## src/rtl/muldiv_pkg.sv

```systemverilog
// Shared encodings for the EXE-stage M-extension sequencer:
// FSM state codes and RV32M funct3 values.
package muldiv_pkg;

    localparam logic [1:0] ENC_IDLE     = 2'd0;
    localparam logic [1:0] ENC_MUL_WAIT = 2'd1;
    localparam logic [1:0] ENC_DIV_RUN  = 2'd2;
    localparam logic [1:0] ENC_DONE     = 2'd3;

    typedef enum logic [1:0] {
        ST_IDLE     = ENC_IDLE,
        ST_MUL_WAIT = ENC_MUL_WAIT,
        ST_DIV_RUN  = ENC_DIV_RUN,
        ST_DONE     = ENC_DONE
    } state_t;

    localparam logic [2:0] F3_MUL    = 3'b000;
    localparam logic [2:0] F3_MULH   = 3'b001;
    localparam logic [2:0] F3_MULHSU = 3'b010;
    localparam logic [2:0] F3_MULHU  = 3'b011;
    localparam logic [2:0] F3_DIV    = 3'b100;
    localparam logic [2:0] F3_DIVU   = 3'b101;
    localparam logic [2:0] F3_REM    = 3'b110;
    localparam logic [2:0] F3_REMU   = 3'b111;

endpackage

```

## src/rtl/muldiv_div_cache.sv

```systemverilog
// One-entry operand tag for the divider: lets a REM reuse the
// remainder of a preceding DIV on identical operands.
module muldiv_div_cache
    import muldiv_pkg::*;
#(
    parameter int unsigned XLEN = 32
) (
    input  logic            clk,
    input  logic            nrst,
    input  logic            capture,
    input  logic            invalidate,
    input  logic            set_valid,
    input  logic [XLEN-1:0] opA,
    input  logic [XLEN-1:0] opB,
    input  logic            uns,
    output logic            hit
);

    logic [XLEN-1:0] tag_a;
    logic [XLEN-1:0] tag_b;
    logic            tag_uns;
    logic            cache_valid;

    always_ff @(posedge clk or negedge nrst) begin
        if (!nrst) begin
            cache_valid <= 1'b0;
            tag_a       <= '0;
            tag_b       <= '0;
            tag_uns     <= 1'b0;
        end else begin
            if (invalidate) begin
                cache_valid <= 1'b0;
            end else if (set_valid) begin
                cache_valid <= 1'b1;
            end
            if (capture) begin
                tag_a   <= opA;
                tag_b   <= opB;
                tag_uns <= uns;
            end
        end
    end

    assign hit = cache_valid && (opA == tag_a) && (opB == tag_b)
              && (uns == tag_uns);

endmodule

```

## src/rtl/muldiv_sequencer.sv

```systemverilog
// Start/stall sequencer for the fixed-latency multiplier and the
// iterative divider, with flush abort and DIV->REM result reuse.
module muldiv_sequencer
    import muldiv_pkg::*;
#(
    parameter int unsigned XLEN       = 32,
    parameter int unsigned MUL_CYCLES = 2,
    parameter int unsigned CNT_W      = 4
) (
    input  logic            clk,
    input  logic            nrst,
    input  logic            exe_valid,
    input  logic            exe_is_muldiv,
    input  logic [2:0]      exe_funct3,
    input  logic [XLEN-1:0] exe_opA,
    input  logic [XLEN-1:0] exe_opB,
    input  logic            exe_hold_ext,
    input  logic            flush,
    input  logic            div_done,
    output logic            mul_start,
    output logic            div_start,
    output logic            div_signed,
    output logic            div_abort,
    output logic            mul_stall,
    output logic            div_running,
    output logic            result_valid,
    output logic            use_cache
);

    localparam logic [CNT_W-1:0] CNT_LOAD = CNT_W'(MUL_CYCLES - 1);
    localparam logic [CNT_W-1:0] CNT_ONE  = CNT_W'(1);

    state_t           state;
    logic [CNT_W-1:0] cnt;
    logic             go;
    logic             is_mul;
    logic             hit;
    logic             issue_mul;
    logic             issue_div;
    logic             take_hit;
    logic             in_div;

    assign in_div    = (state == ST_DIV_RUN);
    assign go        = exe_valid & exe_is_muldiv & ~exe_hold_ext
                     & ~flush & (state == ST_IDLE);
    assign is_mul    = (exe_funct3 < F3_DIV);
    assign issue_mul = go & is_mul;
    assign take_hit  = go & ~is_mul & hit;
    assign issue_div = go & ~is_mul & ~hit;

    muldiv_div_cache #(.XLEN(XLEN)) u_cache (
        .clk        (clk),
        .nrst       (nrst),
        .capture    (issue_div),
        .invalidate (issue_div | (flush & in_div)),
        .set_valid  (in_div & div_done & ~flush),
        .opA        (exe_opA),
        .opB        (exe_opB),
        .uns        (exe_funct3[0]),
        .hit        (hit)
    );

    // nrst gating keeps outputs low while reset is held, even if EXE
    // presents a startable op during the async reset window.
    always_comb begin
        mul_start    = nrst & issue_mul;
        div_start    = nrst & issue_div;
        div_signed   = nrst & ~flush & ~exe_funct3[0];
        div_abort    = nrst & flush & in_div;
        mul_stall    = nrst & ~flush
                     & (issue_mul | (state == ST_MUL_WAIT));
        div_running  = nrst & ~flush & (issue_div | in_div);
        result_valid = nrst & ~flush
                     & (take_hit | (state == ST_DONE));
        use_cache    = nrst & take_hit;
    end

    always_ff @(posedge clk or negedge nrst) begin
        if (!nrst) begin
            state <= ST_IDLE;
            cnt   <= '0;
        end else if (flush) begin
            state <= ST_IDLE;
            cnt   <= '0;
        end else begin
            unique case (state)
                ST_IDLE: begin
                    if (issue_mul) begin
                        if (MUL_CYCLES == 1) begin
                            state <= ST_DONE;
                        end else begin
                            cnt   <= CNT_LOAD;
                            state <= ST_MUL_WAIT;
                        end
                    end else if (issue_div) begin
                        state <= ST_DIV_RUN;
                    end
                end
                ST_MUL_WAIT: begin
                    cnt <= cnt - CNT_ONE;
                    if (cnt == CNT_ONE) begin
                        state <= ST_DONE;
                    end
                end
                ST_DIV_RUN: begin
                    if (div_done) begin
                        state <= ST_DONE;
                    end
                end
                ST_DONE: begin
                    if (!exe_hold_ext) begin
                        state <= ST_IDLE;
                    end
                end
                default: state <= ST_IDLE;
            endcase
        end
    end

endmodule

```

## config.mk

```make
export PLATFORM = sky130hd
export DESIGN_NAME = muldiv_sequencer
export DESIGN_NICKNAME = d
export VERILOG_FILES = /design/src/rtl/muldiv_pkg.sv /design/src/rtl/muldiv_div_cache.sv /design/src/rtl/muldiv_sequencer.sv
export SDC_FILE = /design/constraint.sdc
export NUM_CORES = 1
export LEC_CHECK = 0
export BUFFER_PORTS_ARGS = -buffer_cell sky130_fd_sc_hd__buf_2
export CAP_MARGIN = 20
export CELL_PAD_IN_SITES_DETAIL_PLACEMENT = 2
export CELL_PAD_IN_SITES_GLOBAL_PLACEMENT = 2
export CORE_AREA = 4 4 116 118
export CTS_CLUSTER_DIAMETER = 200
export DETAILED_ROUTE_END_ITERATION = 6
export DIE_AREA = 0 0 120 122
export HOLD_SLACK_MARGIN = 0.15
export PLACE_DENSITY = 0.84
export SYNTH_ARGS = -nofsm -noshare
export SYNTH_HDL_FRONTEND = slang
export SYNTH_SLANG_ARGS = --single-unit
export TNS_END_PERCENT = 50
```

## constraint.sdc

```tcl
create_clock -name clk -period 2.3 [get_ports clk]
set_input_delay 0.575 -clock clk [delete_from_list [all_inputs] [get_ports clk]]
set_output_delay 0.575 -clock clk [all_outputs]
set_load 0.02 [all_outputs]
```

==> impl_metrics.csv <==
group,metric,value,unit
status,status,"complete, but fails checks",
status,violations,"negative setup slack",
logic_synthesis,seq_area_frac_synth,45.10,%
routing,post_drt_via_cell_ratio,4.828,
floorplan,die_h,122,um
global_routing,grt_pass1_vias,3691,
logic_synthesis,synth_edf_count,0,
logic_synthesis,synth_cell_types,44,
critical_path,crit_type,"reg -> out",
floorplan,start_util,32.05,%
routing,ant_nets,0,
final_layout,final_common_cell,"buf_2",
floorplan,core,0.01247,mm^2
logic_synthesis,syn_inst,324,
floorplan,rows,41,
logic_synthesis,synth_nets,404,
critical_path,crit_path_end_kind,"output pin",
clocking,numCtsBuffers,9,
critical_path,crit_slowest_cell,"dfrtp_1",
placement,gp_congestion,0.7398,
routing,drtPass1Iterations,4,
power,vdd_drop_max,516.7,uV
critical_path,critPathMostFrequentCell,"buf_4",
clocking,clkTransAtPathRegs,60,ps
critical_path,r2r_cells,10,
power,leakage,2.558,nW
critical_path,ff2ff_setup_slack,-170,ps
critical_path,cp-start-kind,"flop",
clocking,cts_buffer_depth,2,
global_routing,grt.overflow.total,0,
logic_synthesis,synth_top_area_share,45.10,%
power,p_total,6.050,mW
routing,wl_per_cell,20.07,um
final_layout,drive_gt1_share,52.58,%
final_layout,layout_common_cells,"73 x buf_2, 72 x dfrtp_1, 48 x buf_4",
timing,period_needed,2811,ps
placement,post-dp-hpwl,8623,um
logic_synthesis,netlist_area,0.003995,mm^2
clocking,cts_sinks,72,
clocking,cts_htree_levels,3,
timing,min_period_over_period,122.2,%
placement,dp_slack,-583.4,ps
clocking,clk_latency,340,ps
global_routing,grt_first_pass_wirelength,20030,um
timing,fmax,355.7,MHz
timing,final_max_slew_viol_count,0,
placement,io_buffer_count,80,
hold_path,hold_class,"in -> async",
timing,setup_viol,68,
final_layout,diodes,0,
final_layout,final_nets,541,
global_routing,antenna_found_initial,1,
timing,hold_viol,0,
critical_path,crit_path_max_fanout,4,
routing,routed_wl,12810,um
final_layout,layout-area-overhead-vs-synth,41.68,%
floorplan,ios,82,
logic_synthesis,synth.largest_area_cell,"dfrtp_1",
logic_synthesis,ys_warn_count,0,
logic_synthesis,ys_ff_latch,72,
global_routing,grt.total_usage,17.96,%
flow_run,drv_cap,0,
critical_path,reg2reg_from,"u_cache.tag_a[29]",
power,power_density,1069,mW/mm^2
logic_synthesis,synthArstFlopShare,100.0,%
timing,setup_slack,-511.1,ps
critical_path,rr_endpoint,"u_cache.tag_b[7]",
floorplan,die_area,0.01464,mm^2
critical_path,cp.required,1730,ps
clocking,cts_root_buf,"clkbuf_16",
logic_synthesis,synth_area_leaders,"dfrtp_1 45%, mux2_4 14%, xnor2_1 9.9%",
routing,num_vias,3080,
timing,tightest_slew,728.1,ps
critical_path,crit_arrival,2240,ps
logic_synthesis,ys.flop_type,"dfrtp_1",
critical_path,cp_cell_sequence,"xnor2_1 -> nand4_1 -> nor4_2 -> buf_4 -> and4_1 -> buf_4 -> a21oi_4 -> a31o_4 -> buf_6",
logic_synthesis,synth.avg_cell_area,12.33,um^2
clocking,cts_tree,"done",
global_routing,grt_max_degree,57,
timing,skew,6.642,ps
final_layout,nFillCells,1258,
floorplan,die_w,120,um
critical_path,slowest_delay,380,ps
routing,drt_iter0_drc,99,
timing,slew_headroom,51.46,%
timing,rsz0062_at_grt,"yes",
routing,drc,0,
## critical path: cells and delay by family, from the launching register on
kind | cells | cell delay, ps
flops | 1 | 380
compound gates | 2 | 290
simple gates | 3 | 600
buf+inv | 3 | 440
xor+xnor | 1 | 180
## cells by family after synthesis
group | after synthesis | synth area share [%]
compound gates | 34 | 6.107
buf+inv | 30 | 3.821
flops | 72 | 45.10
xor+xnor | 53 | 11.62
fa+ha+maj | 6 | 1.879
simple gates | 62 | 9.302
mux | 67 | 22.17
## Yosys cell counts, types with 2 or more instances
| master | n |
|---|---|
| nor3b_1 | 2 |
| dfrtp_1 | 72 |
| a21boi_1 | 2 |
| nand4b_1 | 2 |
| o2111ai_1 | 2 |
| mux2_2 | 28 |
| nand4_1 | 11 |
| and4_1 | 4 |
| a22oi_1 | 2 |
| a21oi_1 | 10 |
| inv_1 | 20 |
| mux2_4 | 36 |
| a311oi_1 | 2 |
| o22ai_1 | 2 |
| nand2_1 | 8 |
| o21ai_0 | 3 |
| buf_6 | 5 |
| xnor2_1 | 45 |
| nor4_1 | 5 |
| nor3_1 | 4 |
| ha_1 | 6 |
| xor2_1 | 8 |
| clkbuf_1 | 3 |
| buf_2 | 2 |
| nor2_1 | 7 |
| nand2b_1 | 8 |
| nor2b_1 | 4 |
| o221ai_1 | 3 |
| mux2i_1 | 3 |
## how the worst max path moves through the flow
stage | start | to | depth (start not counted)
2_1_floorplan | exe_opA[16] | div_running | 6
3_3_place_gp | exe_opB[15] | use_cache | 8
3_5_place_dp | exe_opA[18] | div_running | 10
4_1_cts | u_cache.tag_a[3] | div_running | 7
5_1_grt | u_cache.tag_a[29] | div_running | 8
6_report | u_cache.tag_a[9] | div_running | 9
## routing by layer
metal | global-route usage (%) | wire [um] | vias up
met2 | 33.61 | 7074 | 58
met4 | 5.583 | 164 | 2
met3 | 4.735 | 468 | 15
met5 | 0 | 13 | -
met1 | 19.81 | 5084 | 1573
li1 | - | - | 1432
## metrics by stage
| step | cell area, um^2 | hold slack, ps | std cells | util (%) | setup TNS, ps |
|---|---|---|---|---|---|
| finish | 5660 | 265.0 | 638 | 45.41 | -9289 |
| CTS | 5548 | 247.1 | 632 | 44.50 | -15240 |
| global placement | 4917 | 432.7 | 604 | 39.45 | -22070 |
| floorplan | 4055 | 279.4 | 324 | - | -1066 |
| detailed placement | 4917 | 435.9 | 604 | 39.45 | -25380 |
| global route | 5660 | 268.6 | 638 | 45.41 | -19330 |
## registers in the layout, indices dropped and copies added, names as in the netlist
name	cells
cnt	4
state	2
u_cache.cache_valid	1
u_cache.tag_a	32
u_cache.tag_b	32
u_cache.tag_uns	1
## power by group
| group | switching (mW) | internal [mW] |
|---|---|---|
| combinational | 0.870 | 1.37 |
| sequential | 0.443 | 1.81 |
| clock | 0.569 | 0.985 |
## what timing repair did
item / 4_1_cts / 5_1_grt
gates resized for setup: 29 / 15
gates cloned: 4 / 1
setup buffers: 8 / 7
endpoints found under the hold margin: 6 / 0
pin swaps: 14 / 18
hold buffers: 1 / 0
endpoints found under the setup margin: 70 / 73
## final cells by class
type | count | area, um^2 | area share (%)
inverters | 20 | 75.07 | 1.326
multi-input cells | 222 | 2245 | 39.66
repair buffers | 136 | 994.7 | 17.57
clock buffers | 10 | 239.0 | 4.222
clock inverters | 6 | 90.09 | 1.592
flip-flops and latches | 72 | 1802 | 31.83
well taps | 172 | 215.2 | 3.802
No activity file was read; power rests on OpenSTA's default activity.
